## config.mk

```make
export PLATFORM = sky130hd
export DESIGN_NAME = bytes2bits_stream_ctrl_flat
export DESIGN_NICKNAME = d
export VERILOG_FILES = /design/src/rtl/bytes2bits_stream_ctrl_if.sv /design/src/rtl/bytes2bits_stream_ctrl.sv /design/src/flat_wrapper.sv
export SDC_FILE = /design/constraint.sdc
export NUM_CORES = 1
export LEC_CHECK = 0
export BUFFER_PORTS_ARGS = -buffer_cell sky130_fd_sc_hd__buf_4
export CORE_MARGIN = 2
export CORE_UTILIZATION = 40
export CTS_BUF_LIST = sky130_fd_sc_hd__clkbuf_4 sky130_fd_sc_hd__clkbuf_8
export DETAILED_ROUTE_END_ITERATION = 16
export GPL_TIMING_DRIVEN = 1
export SLEW_MARGIN = 20
export SYNTH_ARGS = -nofsm -noshare
export SYNTH_HDL_FRONTEND = slang
export SYNTH_SLANG_ARGS = --single-unit
```

## constraint.sdc

```tcl
create_clock -name clk_i -period 2.69 [get_ports clk_i]
set_input_delay 0.1345 -clock clk_i [delete_from_list [all_inputs] [get_ports clk_i]]
set_output_delay 0.1345 -clock clk_i [all_outputs]
set_load 0.005 [all_outputs]
```

## src/rtl/bytes2bits_stream_ctrl_if.sv

```systemverilog
// Byte-in / word-out stream bundle for bytes2bits_stream_ctrl.
// The controller connects as slave; the byte source and word sink connect as master.
interface bytes2bits_stream_ctrl_if #(
    parameter int N_BYTES = 4
);
    localparam int IDX_W = $clog2(N_BYTES + 1);

    logic [7:0]             byte_i;
    logic                   byte_valid_i;
    logic                   byte_ready_o;
    logic [N_BYTES*8-1:0]   bits_o;
    logic [IDX_W-1:0]       bits_nbytes_o;
    logic                   bits_last_o;
    logic                   bits_valid_o;
    logic                   bits_ready_i;

    modport master (
        output byte_i, byte_valid_i, bits_ready_i,
        input  byte_ready_o, bits_o, bits_nbytes_o, bits_last_o, bits_valid_o
    );

    modport slave (
        input  byte_i, byte_valid_i, bits_ready_i,
        output byte_ready_o, bits_o, bits_nbytes_o, bits_last_o, bits_valid_o
    );
endinterface

```

## src/rtl/bytes2bits_stream_ctrl.sv

```systemverilog
// Groups a length-delimited byte stream into N_BYTES-wide words, zero-padding
// the final partial word, and emits them over a valid/ready handshake.
module bytes2bits #(
    parameter int N_BYTES = 4
) (
    input  logic [N_BYTES-1:0][7:0] bytes_i,
    output logic [N_BYTES*8-1:0]    bits_o
);
    // Byte j, bit k maps to output bit j*8+k: first byte ends up LSB-first.
    always_comb begin
        bits_o = '0;
        for (int j = 0; j < N_BYTES; j++) begin
            for (int k = 0; k < 8; k++) begin
                bits_o[j*8+k] = bytes_i[j][k];
            end
        end
    end
endmodule

module bytes2bits_stream_ctrl #(
    parameter int N_BYTES = 4,
    parameter int LEN_W   = 16
) (
    input  logic                     clk_i,
    input  logic                     rst_i,
    input  logic                     start_i,
    input  logic [LEN_W-1:0]         len_i,
    output logic                     busy_o,
    output logic                     done_o,
    bytes2bits_stream_ctrl_if.slave  bus
);
    localparam int IDX_W = $clog2(N_BYTES + 1);

    typedef enum logic [1:0] {
        IDLE = 2'd0,
        FILL = 2'd1,
        OUT  = 2'd2,
        DONE = 2'd3
    } state_t;

    state_t                  state_q, state_d;
    logic [LEN_W-1:0]        remaining_q;
    logic [IDX_W-1:0]        idx_q;
    logic [N_BYTES-1:0][7:0] buf_q;
    logic [IDX_W-1:0]        nbytes_q;
    logic                    last_q;

    logic byte_ready;
    logic bits_valid;
    logic byte_fire;
    logic bits_fire;
    logic group_done;

    assign byte_fire  = bus.byte_valid_i && byte_ready;
    assign bits_fire  = bits_valid && bus.bits_ready_i;
    // A group closes on its last slot or on the last byte of the message.
    assign group_done = byte_fire &&
                        ((idx_q == IDX_W'(N_BYTES - 1)) || (remaining_q == LEN_W'(1)));

    always_ff @(posedge clk_i) begin
        if (rst_i) begin
            state_q <= IDLE;
        end else begin
            state_q <= state_d;
        end
    end

    always_comb begin
        state_d    = state_q;
        byte_ready = 1'b0;
        bits_valid = 1'b0;
        done_o     = 1'b0;
        case (state_q)
            IDLE: begin
                if (start_i) begin
                    state_d = (len_i != '0) ? FILL : DONE;
                end
            end
            FILL: begin
                byte_ready = 1'b1;
                if (group_done) begin
                    state_d = OUT;
                end
            end
            OUT: begin
                bits_valid = 1'b1;
                if (bits_fire) begin
                    state_d = last_q ? DONE : FILL;
                end
            end
            DONE: begin
                done_o  = 1'b1;
                state_d = IDLE;
            end
            default: state_d = IDLE;
        endcase
    end

    always_ff @(posedge clk_i) begin
        if (rst_i) begin
            remaining_q <= '0;
            idx_q       <= '0;
            buf_q       <= '0;
            nbytes_q    <= '0;
            last_q      <= 1'b0;
        end else begin
            case (state_q)
                IDLE: begin
                    if (start_i && (len_i != '0)) begin
                        remaining_q <= len_i;
                        idx_q       <= '0;
                        buf_q       <= '0;
                    end
                end
                FILL: begin
                    if (byte_fire) begin
                        for (int j = 0; j < N_BYTES; j++) begin
                            if (idx_q == IDX_W'(j)) begin
                                buf_q[j] <= bus.byte_i;
                            end
                        end
                        idx_q       <= idx_q + 1'b1;
                        remaining_q <= remaining_q - 1'b1;
                    end
                    if (group_done) begin
                        nbytes_q <= idx_q + 1'b1;
                        last_q   <= (remaining_q == LEN_W'(1));
                    end
                end
                OUT: begin
                    // Clearing here keeps the unfilled slots of the next word at zero.
                    if (bits_fire && !last_q) begin
                        idx_q <= '0;
                        buf_q <= '0;
                    end
                end
                default: ;
            endcase
        end
    end

    bytes2bits #(.N_BYTES(N_BYTES)) u_b2b (
        .bytes_i (buf_q),
        .bits_o  (bus.bits_o)
    );

    assign busy_o            = (state_q != IDLE);
    assign bus.byte_ready_o  = byte_ready;
    assign bus.bits_valid_o  = bits_valid;
    assign bus.bits_nbytes_o = nbytes_q;
    assign bus.bits_last_o   = last_q;
endmodule

```

## src/flat_wrapper.sv

```systemverilog
// flat-port wrapper written by rule: the top's interface ports become plain ports
module bytes2bits_stream_ctrl_flat 
#(
    parameter int N_BYTES = 4,
    parameter int LEN_W   = 16
)
  (clk_i, rst_i, start_i, len_i, busy_o, done_o, bus_byte_i, bus_byte_valid_i, bus_bits_ready_i, bus_byte_ready_o, bus_bits_o, bus_bits_nbytes_o, bus_bits_last_o, bus_bits_valid_o);
  bytes2bits_stream_ctrl_if #(.N_BYTES(N_BYTES)) bus_i ();
  input  logic clk_i;
  input  logic rst_i;
  input  logic start_i;
  input  logic [LEN_W-1:0] len_i;
  output logic busy_o;
  output logic done_o;
  input wire logic [$bits(bus_i.byte_i)-1:0] bus_byte_i;
  input wire logic [$bits(bus_i.byte_valid_i)-1:0] bus_byte_valid_i;
  input wire logic [$bits(bus_i.bits_ready_i)-1:0] bus_bits_ready_i;
  output wire logic [$bits(bus_i.byte_ready_o)-1:0] bus_byte_ready_o;
  output wire logic [$bits(bus_i.bits_o)-1:0] bus_bits_o;
  output wire logic [$bits(bus_i.bits_nbytes_o)-1:0] bus_bits_nbytes_o;
  output wire logic [$bits(bus_i.bits_last_o)-1:0] bus_bits_last_o;
  output wire logic [$bits(bus_i.bits_valid_o)-1:0] bus_bits_valid_o;
  assign bus_i.byte_i = bus_byte_i;
  assign bus_i.byte_valid_i = bus_byte_valid_i;
  assign bus_i.bits_ready_i = bus_bits_ready_i;
  assign bus_byte_ready_o = bus_i.byte_ready_o;
  assign bus_bits_o = bus_i.bits_o;
  assign bus_bits_nbytes_o = bus_i.bits_nbytes_o;
  assign bus_bits_last_o = bus_i.bits_last_o;
  assign bus_bits_valid_o = bus_i.bits_valid_o;
  bytes2bits_stream_ctrl #(.N_BYTES(N_BYTES), .LEN_W(LEN_W)) u_core (.clk_i(clk_i), .rst_i(rst_i), .start_i(start_i), .len_i(len_i), .busy_o(busy_o), .done_o(done_o), .bus(bus_i));
endmodule
```

Word level (Yosys, flattened, before mapping)
Cells that the tools add are included.
{"block": "classes", "mux": 24, "n_eq_ne": 17, "reduce_logical": 21, "addsub": 2}
{"cell": "2-to-1 mux 32 bit", "count": 3}
{"cell": "one-hot mux 32 bit (3 select lines)", "count": 1}
{"cell": "2-to-1 mux 16 bit", "count": 2}
{"cell": "2-to-1 mux 8 bit", "count": 4}
{"cell": "one-hot mux 16 bit (2 select lines)", "count": 1}
{"cell": "AND reduction 5 bit", "count": 4}
{"cell": "!= test 2 x 1 -> 1 bit (second input constant)", "count": 9}
{"cell": "== test 16 x 1 -> 1 bit (second input constant)", "count": 1}
{"cell": "nonzero test 16 bit", "count": 1}
{"cell": "subtractor 16 x 1 -> 16 bit (second input constant)", "count": 1}
{"cell": "2-to-1 mux 2 bit", "count": 5}
{"cell": "2-to-1 mux 3 bit", "count": 3}
{"cell": "one-hot mux 3 bit (3 select lines)", "count": 1}
{"cell": "one-hot mux 2 bit (4 select lines)", "count": 1}
{"cell": "== test 3 x 2 -> 1 bit (second input constant)", "count": 2}
{"cell": "AND reduction 3 bit", "count": 2}
{"cell": "logical AND 1 bit", "count": 5}
{"cell": "== test 2 bit (second input constant)", "count": 2}
{"cell": "AND reduction 4 bit", "count": 1}
{"cell": "nonzero test 2 bit", "count": 2}
{"cell": "adder 3 x 1 -> 3 bit (second input constant)", "count": 1}
{"cell": "== test 3 x 1 -> 1 bit (second input constant)", "count": 1}
{"cell": "logical NOT 3 bit", "count": 1}
{"cell": "2-to-1 mux 1 bit", "count": 3}
{"cell": "other kinds (7)", "count": 7}
{"block": "totals", "wordCells": 73, "in_bits": 29, "ff_bits": 57}

Depth between registers and ports, before layout
Gate-level depths: netlist of the first run.
{"block": "logic_depth", "depth_word": 6, "ltp_mapped": 7, "ltp_nobuf": 7}

Modules after synthesis
From an unflattened synthesis of the first run, not the netlist that was laid out.
{"block": "hier_totals", "cells_unflattened": 361, "area_unflattened_um2": 3011.6}
{"module": "bytes2bits_stream_ctrl", "area_per_inst_um2": 2771.4, "instances": 1, "cells_each": 329, "seq_area_each_um2": 1141.1}
{"module": "bytes2bits", "area_per_inst_um2": 240.2, "instances": 1, "cells_each": 32, "seq_area_each_um2": 0.0}

Least setup slack after synthesis of the first run
Ideal clock, no wire load.
{"block": "synth_timing", "path_kind": "register -> register", "start": "register u_core.remaining_q[8]", "end": "register u_core.nbytes_q[0], in the netlist u_core.bus.bits_nbytes_o[0]", "period_less_slack_ps": 2134, "setup_time_ps": 121, "arrival_time_ps": 2013, "t_required_ps": 2569, "setup_slack_ps": 556, "path_buffers": 1, "stages_incl_launch_ff": 7, "path_cell_list": "dfxtp_1 or4_1 buf_2 or3_4 nor4_4 o21bai_2 mux2_4"}
{"block": "synth_between", "elab_chain_len": 4}
{"element": "from (decl)", "line_no": "bytes2bits_stream_ctrl.sv:42", "source": "logic [LEN_W-1:0] remaining_q;"}
{"element": "from (signal assigned)", "line_no": "bytes2bits_stream_ctrl.sv:110", "source": "remaining_q <= len_i;"}
{"element": "from (signal assigned)", "line_no": "bytes2bits_stream_ctrl.sv:123", "source": "remaining_q <= remaining_q - 1'b1;"}
{"element": "== test 16 x 1 -> 1 bit", "line_no": "bytes2bits_stream_ctrl.sv:58", "source": "((idx_q == IDX_W'(N_BYTES - 1)) || (remaining_q == LEN_W'(1)));"}
{"element": "logical OR 1 bit", "line_no": "bytes2bits_stream_ctrl.sv:58"}
{"element": "logical AND 1 bit", "line_no": "bytes2bits_stream_ctrl.sv:57", "source": "assign group_done = byte_fire &&"}
{"element": "AND reduction 2 bit (no line)"}
{"element": "to (signal assigned)", "line_no": "bytes2bits_stream_ctrl.sv:126", "source": "nbytes_q <= idx_q + 1'b1;"}
{"element": "to (decl)", "line_no": "bytes2bits_stream_ctrl.sv:45", "source": "logic [IDX_W-1:0] nbytes_q;"}
Every way passes these cells.
A chain may end at the register's enable or synchronous reset.

Final worst setup path of the first run
{"block": "layout_timing", "start": "register u_core.remaining_q[8]", "end": "register u_core.nbytes_q[2], in the netlist u_core.bus.bits_nbytes_o[2]"}
The elaborated chain is that of the path after synthesis.

==> results of run 1 <==
-- layer usage --
layer	track usage	routed length, µm	vias up
li1	-	-	1474
met1	0.328	4050	1406
met2	0.328	3770	110
met3	0.0526	643	6
met4	0.0634	76	0
met5	0	0	-
-- logic make-up after synthesis --
kind of cell    Yosys count
flops                    57
compound gates          136
buf+inv                  34
fa+ha+maj                 7
mux                       5
xor+xnor                  4
simple gates            120
-- power by group through the flow --
stage	sequential [mW]	combinational (mW)	clock (mW)
2_1_floorplan	0.959	0.340	0
3_3_place_gp	0.972	0.511	0
3_5_place_dp	0.974	0.514	0
4_1_cts	0.955	0.516	0.826
5_1_grt	0.964	0.576	0.869
6_report	0.956	0.519	0.810
-- metrics by stage --
stage                     cell area, µm²  utilization
final                               3660        0.532
after global routing                3660        0.532
after CTS                           3660        0.532
after detailed placement            3460        0.503
after global placement              3460        0.503
after floorplan                     2880            -
-- area by class of cell --
type	count	area share
Clock buffer	11	0.0397
Clock inverter	5	0.0151
Inverter	9	0.00924
Multi-Input combinational cell	272	0.441
Sequential cell	57	0.312
Tap cell	96	0.0329
Timing Repair Buffer	73	0.150
-- state kept, by name (all words and copies together), names as in the netlist --
| name | cells |
|---|---|
| u_core.idx_q | 3 |
| u_core.bus.bits_last_o | 1 |
| u_core.remaining_q | 16 |
| u_core.state_q | 2 |
| u_core.buf_q | 32 |
| u_core.bus.bits_nbytes_o | 3 |
-- cell usage in the layout, fill, tap and decap left out, types with 2 or more instances in the layout --
master	synthesis	final
sky130_fd_sc_hd__buf_4	0	73
sky130_fd_sc_hd__a21oi_1	57	57
sky130_fd_sc_hd__dfxtp_1	57	57
sky130_fd_sc_hd__o21ai_0	50	50
sky130_fd_sc_hd__nand4_1	33	33
sky130_fd_sc_hd__nand2_1	27	27
sky130_fd_sc_hd__nor2_1	15	15
sky130_fd_sc_hd__clkbuf_8	0	10
sky130_fd_sc_hd__nor4_1	9	9
sky130_fd_sc_hd__inv_1	7	7
sky130_fd_sc_hd__nand3_1	7	7
sky130_fd_sc_hd__ha_1	7	7
sky130_fd_sc_hd__nor2b_1	6	6
sky130_fd_sc_hd__or4_1	5	5
sky130_fd_sc_hd__nor3_1	5	5
sky130_fd_sc_hd__nand2b_1	4	4
sky130_fd_sc_hd__a21o_1	4	4
sky130_fd_sc_hd__mux2i_1	3	3
sky130_fd_sc_hd__o21a_1	3	3
sky130_fd_sc_hd__a31o_2	3	3
sky130_fd_sc_hd__o31ai_1	3	3
sky130_fd_sc_hd__a31oi_1	3	3
sky130_fd_sc_hd__o211ai_1	2	2
sky130_fd_sc_hd__xor2_1	2	2
sky130_fd_sc_hd__xnor2_1	2	2
sky130_fd_sc_hd__mux2_4	2	2
sky130_fd_sc_hd__or3_1	2	2
sky130_fd_sc_hd__clkinvlp_4	0	2
sky130_fd_sc_hd__clkinv_2	0	2
-- how the worst max path moves through the flow --
stage	to	slack [ns]
3_3_place_gp	u_core.bus.bits_nbytes_o[2]	0.51
2_1_floorplan	u_core.bus.bits_nbytes_o[0]	0.56
3_5_place_dp	u_core.bus.bits_nbytes_o[2]	0.47
5_1_grt	u_core.buf_q[26]	0.28
4_1_cts	u_core.bus.bits_nbytes_o[2]	0.46
6_report	u_core.bus.bits_nbytes_o[2]	0.45
-- worst max-delay path, stage by stage, from the launching register on --
cell and delay [ns]:
sky130_fd_sc_hd__dfxtp_1 0.35, sky130_fd_sc_hd__or4_1 0.63, sky130_fd_sc_hd__or3_4 0.40, sky130_fd_sc_hd__nor4_4 0.28
sky130_fd_sc_hd__o21bai_2 0.15, sky130_fd_sc_hd__mux2_4 0.31
==> impl_summary.md, run 1 <==
Timing
At the pin with the least slew margin, the transition time is approximately 0.63 ns. Setup slack on the critical path of the routed design comes to ~0.45 ns. The summed negative setup slack over all endpoints is 0 ns. The final period utilization is 0.834. The number of hold violations in the final report was 0. For the final database, setup skew stands at 0.0122 ns. Setup violations remaining at the end of the flow were counted as 0. Setup repair after global routing left no endpoint under its margin. The number of pins exceeding their max-slew limit in the final report is 0. Derived from the worst setup path, the maximum achievable clock frequency is roughly 0.45 GHz. The minimum clock period after layout is about 2.2 ns. The relative slew slack is 0.580.

On the final layout, the worst hold slack is 0.0917 ns.

Floorplan
The total number of placement rows is 30. The floorplan step set the die width to 88.9 µm. The initial utilization of the core area, before any placement, comes to 0.420.

The floorplan die area is 0.00790 mm². After floorplanning, the core was sized to cover about 0.0069 mm². The count of boundary I/O pins is roughly 70.

The y dimension of the die is a little under 90 µm.

Global routing
The remaining global-route overflow is 0. The wire length of the first global-routing pass is between 10 and 15 mm. The initial antenna violation count is 0.

The via count of the first global-routing pass came to between 2000 and 3000. Across every metal layer, demand over resource in global routing totals 0.224. Entering global routing, the biggest net connects 58 pins.

Critical path
The startpoint identified for the worst register-to-register timing path is u_core.remaining_q[8]. The worst setup path is captured at a register. The critical path class is register to register. The worst setup path is launched from a register. Tracing the worst setup path back leads to its startpoint at u_core.remaining_q[8]. Counting cells, the worst reg-to-reg path comes to 5. For flop-to-flop paths, the worst setup slack is between 0.4 and 0.5 ns. The largest driver fanout on the critical path is 6. For the worst setup path, the data arrival time is roughly 2.5 ns. For the worst setup path, the data required time is 2.90 ns. In this run the critical register-to-register path is captured at u_core.bus.bits_nbytes_o[2].

Place
The final weighted congestion of routability-driven global placement is around 0.86. The HPWL after detailed placement is 5.73 mm. During placement, the flow inserted port buffers numbering a little under 70. The cell count after placement is just over 500. Prior to clock tree synthesis, the placed netlist has a worst setup slack of 0.474 ns.

Clocking
The CTS tree is done. The number of buffers created by CTS is 9. The clock tree buffer depth is 2. The later pin in the worst-skew pair is clocked with a latency of 0.33 ns. Clock-pin slew was measured on the worst setup and hold paths at about 0.07 ns. The number of setup buffers added after CTS is 0.

The number of hold buffers added after CTS is 0. The post-cts sizing count is 0. The depth of the CTS H-tree is 3.

The clock sink total is 57. The buffer type at the clock tree root is sky130_fd_sc_hd__clkbuf_8.

Synth
When the netlist entered floorplanning its net count stood at roughly 400. The number of register bits inferred by synthesis is between 50 and 60. The unique cell type count in the Yosys netlist is 48. The async set-or-reset flop fraction in the synthesized netlist is 0.

The share of synthesized area in the top cell type comes to 0.396. Of the total synthesized cell area, the portion taken by XOR and XNOR cells is 0.0122. The adder-cell share of the synthesized area is 0.0304. The synthesized design contains 0 enable-type register cells. The share of the Yosys chip area taken by registers is 0.396. The synthesized cell area is between 0.002 and 0.003 mm². Yosys attributes the largest share of cell area to sky130_fd_sc_hd__dfxtp_1 40%, sky130_fd_sc_hd__a21oi_1 9.9%, sky130_fd_sc_hd__o21ai_0 8.7%. In the synthesized netlist the dominant register cell turns out to be sky130_fd_sc_hd__dfxtp_1. The cell count after synthesis is between 300 and 400.

The multiplexer fraction of the synthesized cell area is 0.0208. The compound-gate portion of the synthesized area came to 0.266. Counting instances in the post-synthesis netlist gives the leading cell types as 57 x sky130_fd_sc_hd__a21oi_1, 57 x sky130_fd_sc_hd__dfxtp_1, 50 x sky130_fd_sc_hd__o21ai_0. The number of warning messages in the yosys log is 0. Of the total synthesized cell area, the portion taken by AND, OR, NAND and NOR gates is 0.230. The dominant cell type by area after synthesis is sky130_fd_sc_hd__dfxtp_1. The average instance in the mapped netlist occupies just under 8 µm². By area, the combinational part of the netlist is dominated by compound AO/OA/AOI/OAI gates.

Finish
The number of diodes added for antenna fixing is 0. The layout overhead on the synthesized area is 26.8%. The share of post-route cells with drive strength above 1 is 0.234.

The final net count is between 400 and 500. The area occupied by multi-input gates is 0.00161 mm². Counting the fill cells in the layout gives 690.

The number of standard cells in the final layout excluding fillers is approximately 520. The register cell area after layout is 0.00114 mm².

Power and ir drop
The net switching power of the design is 0.728 mW. IR analysis of the VDD net gives a maximum drop of around 0.00032 V. The completed layout was analyzed and its total power is roughly 2.3 mW. The power density over the cells is ~630 mW/mm². In this run the static leakage power is between 1 and 1.5 nW. The fraction of power consumed by the clock network is 0.355. The internal power of the cells totals ~1.6 mW. Of the total power, registers draw 0.418. The logic gate share of total power is 0.227.

The switching part of the total power is 0.319.

Detailed routing
The remaining antenna violation count after routing is 0. The DRC violation count after routing is 0. The detailed-router iteration count before antenna repair is 4. The average wire length per cell after detail routing is 16.3 µm.

The total number of vias is 2996. The via density per instance is around 5.7. The number of violations reported at the end of detailed-routing iteration 0 is ~230. The routed design has approximately 8.5 mm of wire.

Min path
Along the worst hold path, the cell count comes to 3. The worst hold path begins at bus_byte_i[4]. The path class of the tightest hold or removal check is input pin to register.

The worst hold path terminates at u_core.buf_q[12].

Outcome
The run finished with clean final reports.

Flow run
Across the run, the number of max-cap violations was 0.
(Power assumes the default switching activity.)
==> run 2, diff against run 1 <==
==> constraint.sdc (replaced) <==
create_clock -name clk_i -period 2.3 [get_ports clk_i]
set_input_delay 0.115 -clock clk_i [delete_from_list [all_inputs] [get_ports clk_i]]
set_output_delay 0.115 -clock clk_i [all_outputs]
set_load 0.005 [all_outputs]
==> impl_summary.md, run 2 (synthesis gave the netlist of run 1 again) <==
Outcome
The run finished with clean final reports.

Global routing
For this run, global-route usage on met2 was measured as 0.340. The fraction of met3 tracks used by global routing is 0.0563. The via count of the first global-routing pass is 2811.

The total track usage is 0.227. The initial antenna violation count is 0. The most utilized layer in the global route result is met2. Entering global routing, the biggest net connects 37 pins.

The first global-routing pass estimated roughly 14 mm of wire. Global routing finished with a remaining overflow of 0. The met1 usage in global routing is 0.327.

Timing
The clock period could shrink to around 2.1 ns. For this run, the top clock speed supported by timing is 0.465 GHz. Measured against its own limit, the worst slew margin works out to 0.636. The number of pins exceeding their max-slew limit in the final report was 0.

Between clock sinks in the finished design, the worst skew comes to approximately 0.0063 ns. For the pin with the worst max-slew slack, the measured transition is around 0.55 ns. The final period utilization is 0.935. Setup repair after global routing left no endpoint under its margin. Adding up every negative setup slack in the final design gives 0 ns. The final hold slack is 0.0732 ns. The number of hold violations in the final report is 0. The number of setup violations in the final report is 0.

Place
The sum of net half-perimeters after detailed placement is 5.93 mm. During placement, the flow inserted port buffers numbering 68. The final weighted congestion of routability-driven global placement is 0.821.

The standard cell area after detailed placement is 0.00357 mm².

Clocking
The clock sink total is 57. In this run the number of H-tree levels came out at 3. The number of hold buffers added after CTS is 0. After clock tree synthesis, the clock-pin slew on the worst setup and hold paths is around 0.07 ns.

No sink is reached through more buffers than the 2 on the longest clock path. Buffers inserted during clock tree synthesis total 9. The CTS tree is done. The root buffer cell chosen for the clock tree is sky130_fd_sc_hd__clkbuf_8. Clock latency on the worst-skew pair, taken at its later pin, is approximately 0.34 ns.

Critical path
In this run the worst path has a maximum fanout of 6. STA classifies the critical path startpoint as a register. The signal on the critical path passes through or4_1, or3_4, nor4_4, o21bai_2, mux2_4. The critical-path cell with the highest stage delay is sky130_fd_sc_hd__or4_1. The kind of capture point of the worst setup path is a register. The data required time of the critical path is around 2.5 ns. The worst reg-to-reg setup slack is between 0.15 and 0.2 ns.

For this run, the slowest stage of the critical path takes 0.56 ns. The critical path class is register to register. The data arrival time of the critical path is 2.37 ns.

Floorplan
In this run the count of I/O pins placed on the die edge is 69. The core region is 0.00687 mm². The y dimension of the die is between 80 and 90 µm.

The die span in x is a little under 90 µm. The floorplan die area is 0.00790 mm². After floorplanning, the core was divided into 30 placement rows. The initial utilization of the core area, before any placement, comes to 0.420.

Finish
The finished cells cover roughly 0.0038 mm². After the last flow step, the layout net total stands at approximately 470. In the layout the commonest cells are 80 x sky130_fd_sc_hd__buf_4, 57 x sky130_fd_sc_hd__a21oi_1, 57 x sky130_fd_sc_hd__dfxtp_1, 50 x sky130_fd_sc_hd__o21ai_0, 33 x sky130_fd_sc_hd__nand4_1. The largest registers in the layout are u_core.buf_q x32, u_core.remaining_q x16.

The layout overhead on the synthesized area is 31.3%. The most frequent standard cell in the layout excluding fill and tap cells is sky130_fd_sc_hd__buf_4. The register with the most flip-flops in the final layout is u_core.buf_q. The share of post-route cells with drive strength above 1 is 0.252. The number of filler instances in the final layout is between 600 and 700. The repair_antennas step left the layout with diodes totalling 0. The register with the most flip-flops in the layout has 32 of them.

Detailed routing
After detailed routing, the total wire length is between 8 and 9 mm. The via density per instance is 5.69. The detail route stage leaves a number of antenna-violating nets equal to 0.

The total number of vias is around 3000. In the routed design, unresolved DRC markers number 0. The first TritonRoute pass finished after 6 iterations. After detailed routing, the average wire length per cell comes to ~16 µm. The number of violations reported at the end of detailed-routing iteration 0 is approximately 150.

Flow run
The max-capacitance violation count is 0.

Power and ir drop
IR analysis of the VDD net gives a maximum drop of ~0.00037 V. The analysis attributes to cell leakage a power of 1.49 nW. The power density over the cells is between 700 and 800 mW/mm².

Min path
The worst hold path belongs to the class input pin to register.
==> run 2: cell types whose count changed in the layout (fill, tap and decap cells not counted) <==
cell                         previous run  this run
sky130_fd_sc_hd__bufinv_16              1         2
sky130_fd_sc_hd__a2111oi_1              0         1
sky130_fd_sc_hd__buf_12                 0         3
sky130_fd_sc_hd__clkbuf_8              10         9
sky130_fd_sc_hd__buf_4                 73        80
sky130_fd_sc_hd__a2111oi_0              1         0
sky130_fd_sc_hd__clkinv_2               2         3
sky130_fd_sc_hd__clkinvlp_4             2         1
==> run 2: cell type report <==
cell class	instances	area (µm²)	share of cell area
Clock buffer	10	131	0.0347
Tap cell	96	120	0.0317
Clock inverter	6	82.6	0.0218
Timing Repair Buffer	83	661	0.175
Multi-Input combinational cell	272	1610	0.427
Inverter	9	33.8	0.00893
Sequential cell	57	1140	0.302
==> run 2: critical path, delay by kind of cell (launching register included) <==
| family | cells | cell delay (ns) |
|---|---|---|
| AND/OR/NAND/NOR | 3 | 1.22 |
| flip-flops | 1 | 0.35 |
| multiplexers | 1 | 0.31 |
| AO/OA/AOI/OAI | 1 | 0.16 |
==> run 2: worst paths after layout <==
path	startpoint	cells after the start	end
setup / recovery	u_core.remaining_q[8]	5	u_core.bus.bits_nbytes_o[2]
hold / removal	bus_byte_i[5]	3	u_core.buf_q[21]
setup reg to reg	u_core.remaining_q[8]	5	u_core.bus.bits_nbytes_o[2]
hold reg to reg	u_core.idx_q[2]	2	u_core.idx_q[2]
==> run 2: report_power, final <==
| group | switching [mW] | internal [mW] |
|---|---|---|
| Combinational | 0.383 | 0.280 |
| Sequential | 0.0668 | 1.05 |
| Clock | 0.415 | 0.616 |
| Total | 0.865 | 1.95 |
==> run 2: through the flow <==
stage | setup WS, ns | instances | utilization | power, mW
finish | 0.150 | 533 | 0.551 | 2.81
global route | 0.0764 | 533 | 0.551 | 2.96
CTS | 0.152 | 533 | 0.551 | 2.82
detailed placement | 0.161 | 517 | 0.519 | 1.79
global placement | 0.195 | 517 | 0.519 | 1.79
floorplan | 0.166 | 363 | - | 1.52
==> run 2: what timing repair did <==
item,CTS,global route
resized for setup,0,1
setup buffers,0,0
endpoints found under the setup margin,0,1
==> run 2: per-layer routing <==
metal	vias up	wire length, µm	part of all wire
li1	1497	-	-
met1	1416	4140	0.48
met2	114	3800	0.45
met3	5	542	0.063
met4	0	56	0.0066
met5	-	0	0
